$ cat config.mk
export PLATFORM = sky130hd
export DESIGN_NAME = pipe_ctrl_flat
export DESIGN_NICKNAME = d
export VERILOG_FILES = /design/src/rtl/pipe_ctrl_if.sv /design/src/rtl/pipe_ctrl.sv /design/src/flat_wrapper.sv
export SDC_FILE = /design/constraint.sdc
export NUM_CORES = 1
export LEC_CHECK = 0
export CORE_MARGIN = 3
export CORE_UTILIZATION = 35
export DETAILED_ROUTE_END_ITERATION = 8
export GPL_TIMING_DRIVEN = 0
export PLACE_DENSITY_LB_ADDON = 0.12
export SLEW_MARGIN = 20
export SYNTH_ARGS = -nofsm -noshare
export SYNTH_HDL_FRONTEND = slang
export SYNTH_SLANG_ARGS = --single-unit
$ cat constraint.sdc
create_clock -name clk_i -period 1.8 [get_ports clk_i]
set_clock_uncertainty 0.05 [all_clocks]
set_input_delay 0.18 -clock clk_i [delete_from_list [all_inputs] [get_ports clk_i]]
set_output_delay 0.18 -clock clk_i [all_outputs]
set_load 0.01 [all_outputs]
$ cat src/rtl/pipe_ctrl_if.sv
// Bundle of the pipeline-control request inputs and stall/flush/PC outputs.
// The pipeline datapath drives through the master modport, and the
// controller sits on the slave modport.
interface pipe_ctrl_if #(
  parameter int ADDR_WIDTH = 32,
  parameter int CNT_WIDTH  = 32
);
  logic [1:0]            hz_stall_and_flush_i;
  logic                  br_taken_i;
  logic [ADDR_WIDTH-1:0] br_target_i;
  logic                  if_busy_i;
  logic                  mem_busy_i;
  logic                  pc_we_o;
  logic                  pc_redirect_o;
  logic [ADDR_WIDTH-1:0] pc_target_o;
  logic                  ifid_stall_o;
  logic                  idex_stall_o;
  logic                  exmem_stall_o;
  logic                  memwb_stall_o;
  logic                  ifid_flush_o;
  logic                  idex_flush_o;
  logic                  exmem_flush_o;
  logic                  memwb_flush_o;
  logic [CNT_WIDTH-1:0]  stall_cnt_o;
  logic [CNT_WIDTH-1:0]  redirect_cnt_o;

  modport master (
    output hz_stall_and_flush_i, br_taken_i, br_target_i, if_busy_i, mem_busy_i,
    input  pc_we_o, pc_redirect_o, pc_target_o,
    input  ifid_stall_o, idex_stall_o, exmem_stall_o, memwb_stall_o,
    input  ifid_flush_o, idex_flush_o, exmem_flush_o, memwb_flush_o,
    input  stall_cnt_o, redirect_cnt_o
  );

  modport slave (
    input  hz_stall_and_flush_i, br_taken_i, br_target_i, if_busy_i, mem_busy_i,
    output pc_we_o, pc_redirect_o, pc_target_o,
    output ifid_stall_o, idex_stall_o, exmem_stall_o, memwb_stall_o,
    output ifid_flush_o, idex_flush_o, exmem_flush_o, memwb_flush_o,
    output stall_cnt_o, redirect_cnt_o
  );
endinterface

$ cat src/rtl/pipe_ctrl.sv
// Central pipeline control for the 5-stage RV32 core: turns hazard, redirect
// and bus-busy requests into per-stage stall/flush strobes and PC controls.
// A redirect accepted while a fetch is in flight is parked in REDIR_PEND
// until the fetch completes. Stall and redirect counts are kept for perf.
module pipe_ctrl #(
  parameter int ADDR_WIDTH = 32,
  parameter int CNT_WIDTH  = 32
) (
  input  logic     clk_i,
  input  logic     rst_ni,
  pipe_ctrl_if.slave bus
);
  typedef enum logic [0:0] {IDLE = 1'b0, REDIR_PEND = 1'b1} state_t;

  state_t                state_q, state_d;
  logic [ADDR_WIDTH-1:0] pend_target_q, pend_target_d;
  logic [CNT_WIDTH-1:0]  stall_cnt_q;
  logic [CNT_WIDTH-1:0]  redirect_cnt_q;

  logic                  pc_we_s;
  logic                  pc_redirect_s;
  logic [ADDR_WIDTH-1:0] pc_target_s;
  logic [3:0]            stall_s;   // {ifid, idex, exmem, memwb}
  logic [3:0]            flush_s;   // {ifid, idex, exmem, memwb}
  logic                  accept_s;  // redirect accepted this cycle

  // Output strobes and next-state selection from state and live requests
  always_comb begin
    pc_we_s       = 1'b0;
    pc_redirect_s = 1'b0;
    pc_target_s   = {ADDR_WIDTH{1'b0}};
    stall_s       = 4'b0000;
    flush_s       = 4'b0000;
    accept_s      = 1'b0;
    state_d       = state_q;
    pend_target_d = pend_target_q;
    if (!rst_ni) begin
      flush_s = 4'b1111;
      state_d = IDLE;
    end else begin
      case (state_q)
        IDLE: begin
          if (bus.mem_busy_i) begin
            // EX is frozen and will present branch/hazard again
            stall_s = 4'b1110;
            flush_s = 4'b0001;
          end else if (bus.br_taken_i) begin
            flush_s       = 4'b1100;
            pc_redirect_s = 1'b1;
            pc_target_s   = bus.br_target_i;
            accept_s      = 1'b1;
            if (bus.if_busy_i) begin
              pend_target_d = bus.br_target_i;
              state_d       = REDIR_PEND;
            end else begin
              pc_we_s = 1'b1;
            end
          end else if (bus.hz_stall_and_flush_i[0]) begin
            flush_s = 4'b1100;
            pc_we_s = !bus.if_busy_i;
          end else if (bus.hz_stall_and_flush_i[1]) begin
            // load-use: hold IF/ID, bubble into EX
            stall_s = 4'b1000;
            flush_s = 4'b0100;
          end else begin
            pc_we_s = !bus.if_busy_i;
            flush_s = {bus.if_busy_i, 3'b000};
          end
        end
        REDIR_PEND: begin
          // wrong-path fetch is discarded until the bus frees up
          pc_redirect_s = 1'b1;
          pc_target_s   = pend_target_q;
          pc_we_s       = !bus.if_busy_i;
          if (bus.mem_busy_i) begin
            stall_s = 4'b0010;
            flush_s = 4'b1001;
          end else begin
            flush_s = 4'b1000;
          end
          if (bus.if_busy_i) begin
            state_d = REDIR_PEND;
          end else begin
            state_d = IDLE;
          end
        end
        default: begin
          flush_s = 4'b1111;
          state_d = IDLE;
        end
      endcase
    end
  end

  // State, pending target and performance counters
  always_ff @(posedge clk_i) begin
    if (!rst_ni) begin
      state_q        <= IDLE;
      pend_target_q  <= {ADDR_WIDTH{1'b0}};
      stall_cnt_q    <= {CNT_WIDTH{1'b0}};
      redirect_cnt_q <= {CNT_WIDTH{1'b0}};
    end else begin
      state_q       <= state_d;
      pend_target_q <= pend_target_d;
      if (!pc_we_s) begin
        stall_cnt_q <= stall_cnt_q + CNT_WIDTH'(1);
      end else begin
        stall_cnt_q <= stall_cnt_q;
      end
      if (accept_s) begin
        redirect_cnt_q <= redirect_cnt_q + CNT_WIDTH'(1);
      end else begin
        redirect_cnt_q <= redirect_cnt_q;
      end
    end
  end

  assign bus.pc_we_o        = pc_we_s;
  assign bus.pc_redirect_o  = pc_redirect_s;
  assign bus.pc_target_o    = pc_target_s;
  assign bus.ifid_stall_o   = stall_s[3];
  assign bus.idex_stall_o   = stall_s[2];
  assign bus.exmem_stall_o  = stall_s[1];
  assign bus.memwb_stall_o  = stall_s[0];
  assign bus.ifid_flush_o   = flush_s[3];
  assign bus.idex_flush_o   = flush_s[2];
  assign bus.exmem_flush_o  = flush_s[1];
  assign bus.memwb_flush_o  = flush_s[0];
  assign bus.stall_cnt_o    = stall_cnt_q;
  assign bus.redirect_cnt_o = redirect_cnt_q;
endmodule

$ cat src/flat_wrapper.sv
// flat-port wrapper written by rule: the top's interface ports become plain ports
module pipe_ctrl_flat 
#(
  parameter int ADDR_WIDTH = 32,
  parameter int CNT_WIDTH  = 32
)
  (clk_i, rst_ni, bus_hz_stall_and_flush_i, bus_br_taken_i, bus_br_target_i, bus_if_busy_i, bus_mem_busy_i, bus_pc_we_o, bus_pc_redirect_o, bus_pc_target_o, bus_ifid_stall_o, bus_idex_stall_o, bus_exmem_stall_o, bus_memwb_stall_o, bus_ifid_flush_o, bus_idex_flush_o, bus_exmem_flush_o, bus_memwb_flush_o, bus_stall_cnt_o, bus_redirect_cnt_o);
  pipe_ctrl_if #(.ADDR_WIDTH(ADDR_WIDTH), .CNT_WIDTH(CNT_WIDTH)) bus_i ();
  input  logic clk_i;
  input  logic rst_ni;
  input wire logic [$bits(bus_i.hz_stall_and_flush_i)-1:0] bus_hz_stall_and_flush_i;
  input wire logic [$bits(bus_i.br_taken_i)-1:0] bus_br_taken_i;
  input wire logic [$bits(bus_i.br_target_i)-1:0] bus_br_target_i;
  input wire logic [$bits(bus_i.if_busy_i)-1:0] bus_if_busy_i;
  input wire logic [$bits(bus_i.mem_busy_i)-1:0] bus_mem_busy_i;
  output wire logic [$bits(bus_i.pc_we_o)-1:0] bus_pc_we_o;
  output wire logic [$bits(bus_i.pc_redirect_o)-1:0] bus_pc_redirect_o;
  output wire logic [$bits(bus_i.pc_target_o)-1:0] bus_pc_target_o;
  output wire logic [$bits(bus_i.ifid_stall_o)-1:0] bus_ifid_stall_o;
  output wire logic [$bits(bus_i.idex_stall_o)-1:0] bus_idex_stall_o;
  output wire logic [$bits(bus_i.exmem_stall_o)-1:0] bus_exmem_stall_o;
  output wire logic [$bits(bus_i.memwb_stall_o)-1:0] bus_memwb_stall_o;
  output wire logic [$bits(bus_i.ifid_flush_o)-1:0] bus_ifid_flush_o;
  output wire logic [$bits(bus_i.idex_flush_o)-1:0] bus_idex_flush_o;
  output wire logic [$bits(bus_i.exmem_flush_o)-1:0] bus_exmem_flush_o;
  output wire logic [$bits(bus_i.memwb_flush_o)-1:0] bus_memwb_flush_o;
  output wire logic [$bits(bus_i.stall_cnt_o)-1:0] bus_stall_cnt_o;
  output wire logic [$bits(bus_i.redirect_cnt_o)-1:0] bus_redirect_cnt_o;
  assign bus_i.hz_stall_and_flush_i = bus_hz_stall_and_flush_i;
  assign bus_i.br_taken_i = bus_br_taken_i;
  assign bus_i.br_target_i = bus_br_target_i;
  assign bus_i.if_busy_i = bus_if_busy_i;
  assign bus_i.mem_busy_i = bus_mem_busy_i;
  assign bus_pc_we_o = bus_i.pc_we_o;
  assign bus_pc_redirect_o = bus_i.pc_redirect_o;
  assign bus_pc_target_o = bus_i.pc_target_o;
  assign bus_ifid_stall_o = bus_i.ifid_stall_o;
  assign bus_idex_stall_o = bus_i.idex_stall_o;
  assign bus_exmem_stall_o = bus_i.exmem_stall_o;
  assign bus_memwb_stall_o = bus_i.memwb_stall_o;
  assign bus_ifid_flush_o = bus_i.ifid_flush_o;
  assign bus_idex_flush_o = bus_i.idex_flush_o;
  assign bus_exmem_flush_o = bus_i.exmem_flush_o;
  assign bus_memwb_flush_o = bus_i.memwb_flush_o;
  assign bus_stall_cnt_o = bus_i.stall_cnt_o;
  assign bus_redirect_cnt_o = bus_i.redirect_cnt_o;
  pipe_ctrl #(.ADDR_WIDTH(ADDR_WIDTH), .CNT_WIDTH(CNT_WIDTH)) u_core (.clk_i(clk_i), .rst_ni(rst_ni), .bus(bus_i));
endmodule
==> Word-level counts from Yosys, hierarchy flattened <==
Cells that the tools add are included.
{ "classes": {"n_addsub": 2, "multipliers": 0, "div": 0, "n_lt_le_gt_ge": 0, "eq_ne": 0, "shift": 0, "muxes": 35, "bitwise": 2, "reduce_logical": 2} }
{ "ops": {"columns": ["cell", "count"], "rows": [
  ["32-bit two-way mux", 3],
  ["32-bit by 1-bit adder with 32-bit output, second input constant", 2],
  ["32-bit case mux with 2 select lines", 1],
  ["4-bit two-way mux", 10],
  ["4-bit case mux with 2 select lines", 2],
  ["1-bit two-way mux", 15],
  ["1-bit case mux with 2 select lines", 3],
  ["4-bit AND reduction", 1],
  ["2-bit two-way mux", 1],
  ["1-bit inverter", 2],
  ["1-bit logical NOT", 1]
]} }
{ "totals": {"register_bits": 97, "latch_bits": 0, "ram_bits": 0, "romBits": 0, "elab_cells": 45, "n_memories": 0} }

==> Depth between registers and ports, before layout <==
{ "logic_depth": {"depth_word": 7, "depth_mapped": 7, "mapped_depth_nobuf": 5} }

==> Worst setup path after synthesis <==
Ideal clock, no wire load.
{ "synth_timing": {"kind": "flip-flop to flip-flop", "start": "reg u_core.redirect_cnt_q[7] (netlist: u_core.bus.redirect_cnt_o[7])", "end": "reg u_core.redirect_cnt_q[30] (netlist: u_core.bus.redirect_cnt_o[30])", "setup_ns": 0.070, "arrival_ns": 1.957, "slack_ns": -0.277, "stages_incl_launch_ff": 7, "path_buffers": 2, "cell_sequence": "dfxtp_1 -> nand3_4 -> or4_1 -> buf_2 -> buf_6 -> or4_1 -> a21oi_1"} }
{ "synth_between": {"elab_chain_cells": 1} }
{ "synth_rtl": {"columns": ["item", "line_no", "text"], "rows": [
  ["start, declared", "pipe_ctrl.sv:18", "logic [CNT_WIDTH-1:0] redirect_cnt_q;"],
  ["start signal, assigned", "pipe_ctrl.sv:101", "redirect_cnt_q <= {CNT_WIDTH{1'b0}};"],
  ["start signal, assigned", "pipe_ctrl.sv:111", "redirect_cnt_q <= redirect_cnt_q + CNT_WIDTH'(1);"],
  ["start signal, assigned", "pipe_ctrl.sv:113", "redirect_cnt_q <= redirect_cnt_q;"],
  ["32-bit by 1-bit adder with 32-bit output", "pipe_ctrl.sv:111", null]
]} }
Every way passes these cells.
A chain may end at the register's enable or synchronous reset.

==> Worst setup path in the final report <==
{ "layout_timing": {"start": "reg u_core.state_q", "end": "reg u_core.stall_cnt_q[9] (netlist: u_core.bus.stall_cnt_o[9])"} }
{ "layout_between": {"elab_chain_cells": 3} }
{ "layout_rtl": {"columns": ["item", "line_no", "text"], "rows": [
  ["start, declared", "pipe_ctrl.sv:15", "state_t state_q, state_d;"],
  ["start signal, assigned", "pipe_ctrl.sv:103", "state_q <= state_d;"],
  ["1-bit inverter (no line)", null, null],
  ["1-bit case mux with 2 select lines (*)", "pipe_ctrl.sv:41", "case (state_q)"],
  ["1-bit two-way mux (*)", "pipe_ctrl.sv:37", "if (!rst_ni) begin"],
  ["end signal, assigned", "pipe_ctrl.sv:100", "stall_cnt_q <= {CNT_WIDTH{1'b0}};"],
  ["end signal, assigned", "pipe_ctrl.sv:106", "stall_cnt_q <= stall_cnt_q + CNT_WIDTH'(1);"],
  ["end signal, assigned", "pipe_ctrl.sv:108", "stall_cnt_q <= stall_cnt_q;"],
  ["end, declared", "pipe_ctrl.sv:17", "logic [CNT_WIDTH-1:0] stall_cnt_q;"]
]} }
Mark *: on every way between the ends. The rest lies on a longest branch, timed or not.

==> impl_metrics.ini <==
[worst_setup_path]
crit_path_end_kind = flop
r2r_cells = 5
crit_arrival_ns = 2.22
crit_fanout = 7
startpoint_type = flop
cp.required_ns = 2.02
worstSetupPathType = flop to flop

[clock_network]
cts_buffers = 9
h-tree-depth = 3
worstSkewPairLatency_ns = 0.36
path_clk_slew_ns = 0.07
cts_buffer_depth = 2
holdBufCountCts = 0
clock-sinks = 97
cts_root_buf = clkbuf_16
cts_tree = done

[global_routing]
grt_first_pass_wirelength_um = 25900
grt_start_max_net_pins = 15
first_global_vias = 5063
overflow = 0
grt_use_total_pct = 21.5
antenna_found_initial = 3

[final_layout]
area_growth_pct = 65.4
layout_common_cells = 98 x clkdlybuf4s50_1, 91 x nand2_1, 70 x dfxtp_1
postLayoutCoreUtil_pct = 60.7
fillCellCount = 1129
layout-drive-gt1-share_pct = 30.9
regArea_um2 = 2000
stdcell_count = 957
multi_input_area_um2 = 3190
nets = 819
final_common_cell = clkdlybuf4s50_1

[detailed_routing]
wl_per_cell_um = 17.5
drt_iter0_markers = 305
routed_wl_um = 16700
dr.pass1.iters = 5
ant_nets = 0
drc_errors = 0
vias = 5332
viasPerCell = 5.57

[floorplan]
die_x_um = 123
fp.dieArea_um2 = 15000
core_region_area_um2 = 13000
ios = 145
die_h_um = 123
initial_core_util_pct = 36.7
rows = 41

[synthesis]
synth_area_um2 = 4760
synth_compound_area_share_pct = 22.6
syn_inst = 583
synth_top_family_by_area = simple AND/OR/NAND/NOR gates
synthMuxAreaShare_pct = 1.05
yosys.area.top_type_share_pct = 40.8
ys_async_sr_fraction_pct = 0
ys_seq_elements = 97
synthSimpleGateAreaFrac_pct = 28.5
synth.area.top_cells = dfxtp_1 41%, a21oi_1 8.2%, nand2_1 7.2%
synthXorXnorAreaFrac_pct = 1.84
synth_cell_types = 47
yosysSeqAreaShare_pct = 40.8
synth_ff_type = dfxtp_1
synth-adder-area-share_pct = 0.526
yosys_warnings = 0
synth-edff-count = 0
syn_nets = 624
synth.avg_cell_area_um2 = 8.16
yosysTopAreaCell = dfxtp_1

[sta]
grt_setup_unrepaired = yes
post-route-period-util_pct = 111
layout_setup_ws_ns = -0.194
fmax_mhz = 501
fin_crit_ns = 1.99
setup_viol = 69
drv_slew = 0
hold_ws_ns = 0.163
worst_slew_pin_slew_ns = 0.674
final-hold-violation-count = 0
slew_headroom_pct = 55.0

[pwr]
vdd_drop_max_v = 0.000423
total_power_mw = 4.84
powerDensity_nw_per_um2 = 614
p_leak_nw = 2.77

[worst_hold_path]
holdCritPathClass = primary input to flop
hold_depth = 2

[run_status]
violations = setup timing
outcome = finished, violations left

[place]
io_buffers = 143
gp_congestion = 0.834
post-place-cells = 898
dp_hpwl_um = 10800
dp_slack_ns = -1.34

[flow_run]
maxCapViolations = 0
==> power by group <==
part | internal (mW) | total [mW] | switching, mW
Sequential | 2.17 | 2.21 | 0.0349
Combinational | 0.245 | 0.486 | 0.241
Clock | 1.30 | 2.14 | 0.846
Total | 3.71 | 4.84 | 1.12
==> stage by stage <==
stage          area (um2)  setup TNS (ns)
2_1_floorplan        4870           -1.06
3_3_place_gp         6520         -109.52
3_5_place_dp         6520         -113.68
4_1_cts              7480           -4.12
5_1_grt              7870          -11.33
6_report             7870           -5.44
==> area by class of cell <==
cell class,count,area share [%]
antenna,2,0.0636
buffer,37,5.09
clock buffer,14,3.35
clock inverter,2,0.763
inverter,10,0.477
multi-input combinational,432,40.5
sequential,97,25.4
tap,172,2.73
timing repair buffer,191,21.6
==> worst max-delay path, stage by stage, from the launching register on <==
cell	delay (ns)
dfxtp_2	0.34
or4b_4	0.49
a311o_2	0.45
buf_6	0.16
or3_1	0.30
a21oi_1	0.12
==> logic make-up after synthesis <==
family,count (synthesis)
fa+ha+maj,2
simple gates,245
other cells,1
mux,5
compound gates,168
buf+inv,55
xor+xnor,10
flops,97
==> cells in the mapped netlist, drive strengths merged (3+ instances only) <==
library cell	instances
nand2b	12
nand4bb	3
nor4	9
clkbuf	37
mux2i	5
or4	28
xnor2	6
xor2	4
nor2	14
a21oi	78
dfxtp	97
inv	10
and3	7
and2	6
a22o	32
or3	16
and4	9
nor3	3
o21ai	18
nand2	91
buf	8
nand4	14
o31ai	28
nand3	25
==> layer usage <==
layer	up-vias	share of wire, %	global-route usage (%)
met5	-	0.078	0
met4	2	1.1	5.95
met3	17	6.9	7.42
met2	158	49	36.0
met1	2594	43	26.2
li1	2561	-	-
==> path summary, 6_finish.rpt <==
kind / from / endpoint / slack, ns
max reg2reg: u_core.state_q / u_core.bus.stall_cnt_o[9] / -0.19
min: bus_if_busy_i / u_core.state_q / 0.16
min reg2reg: u_core.pend_target_q[22] / u_core.pend_target_q[22] / 0.41
max: u_core.state_q / u_core.bus.stall_cnt_o[9] / -0.19
==> flip-flops by register name (all words and copies together), names as in the netlist <==
name	cells
u_core.bus.redirect_cnt_o	32
u_core.bus.stall_cnt_o	32
u_core.pend_target_q	32
u_core.state_q	1
==> what timing repair did <==
item | CTS | global route
cloned | 9 | 0
pin swaps | 39 | 31
setup buffers | 30 | 10
gates resized for setup | 280 | 78
endpoints found under the setup margin | 136 | 109
No activity file was read; power rests on OpenSTA's default activity.
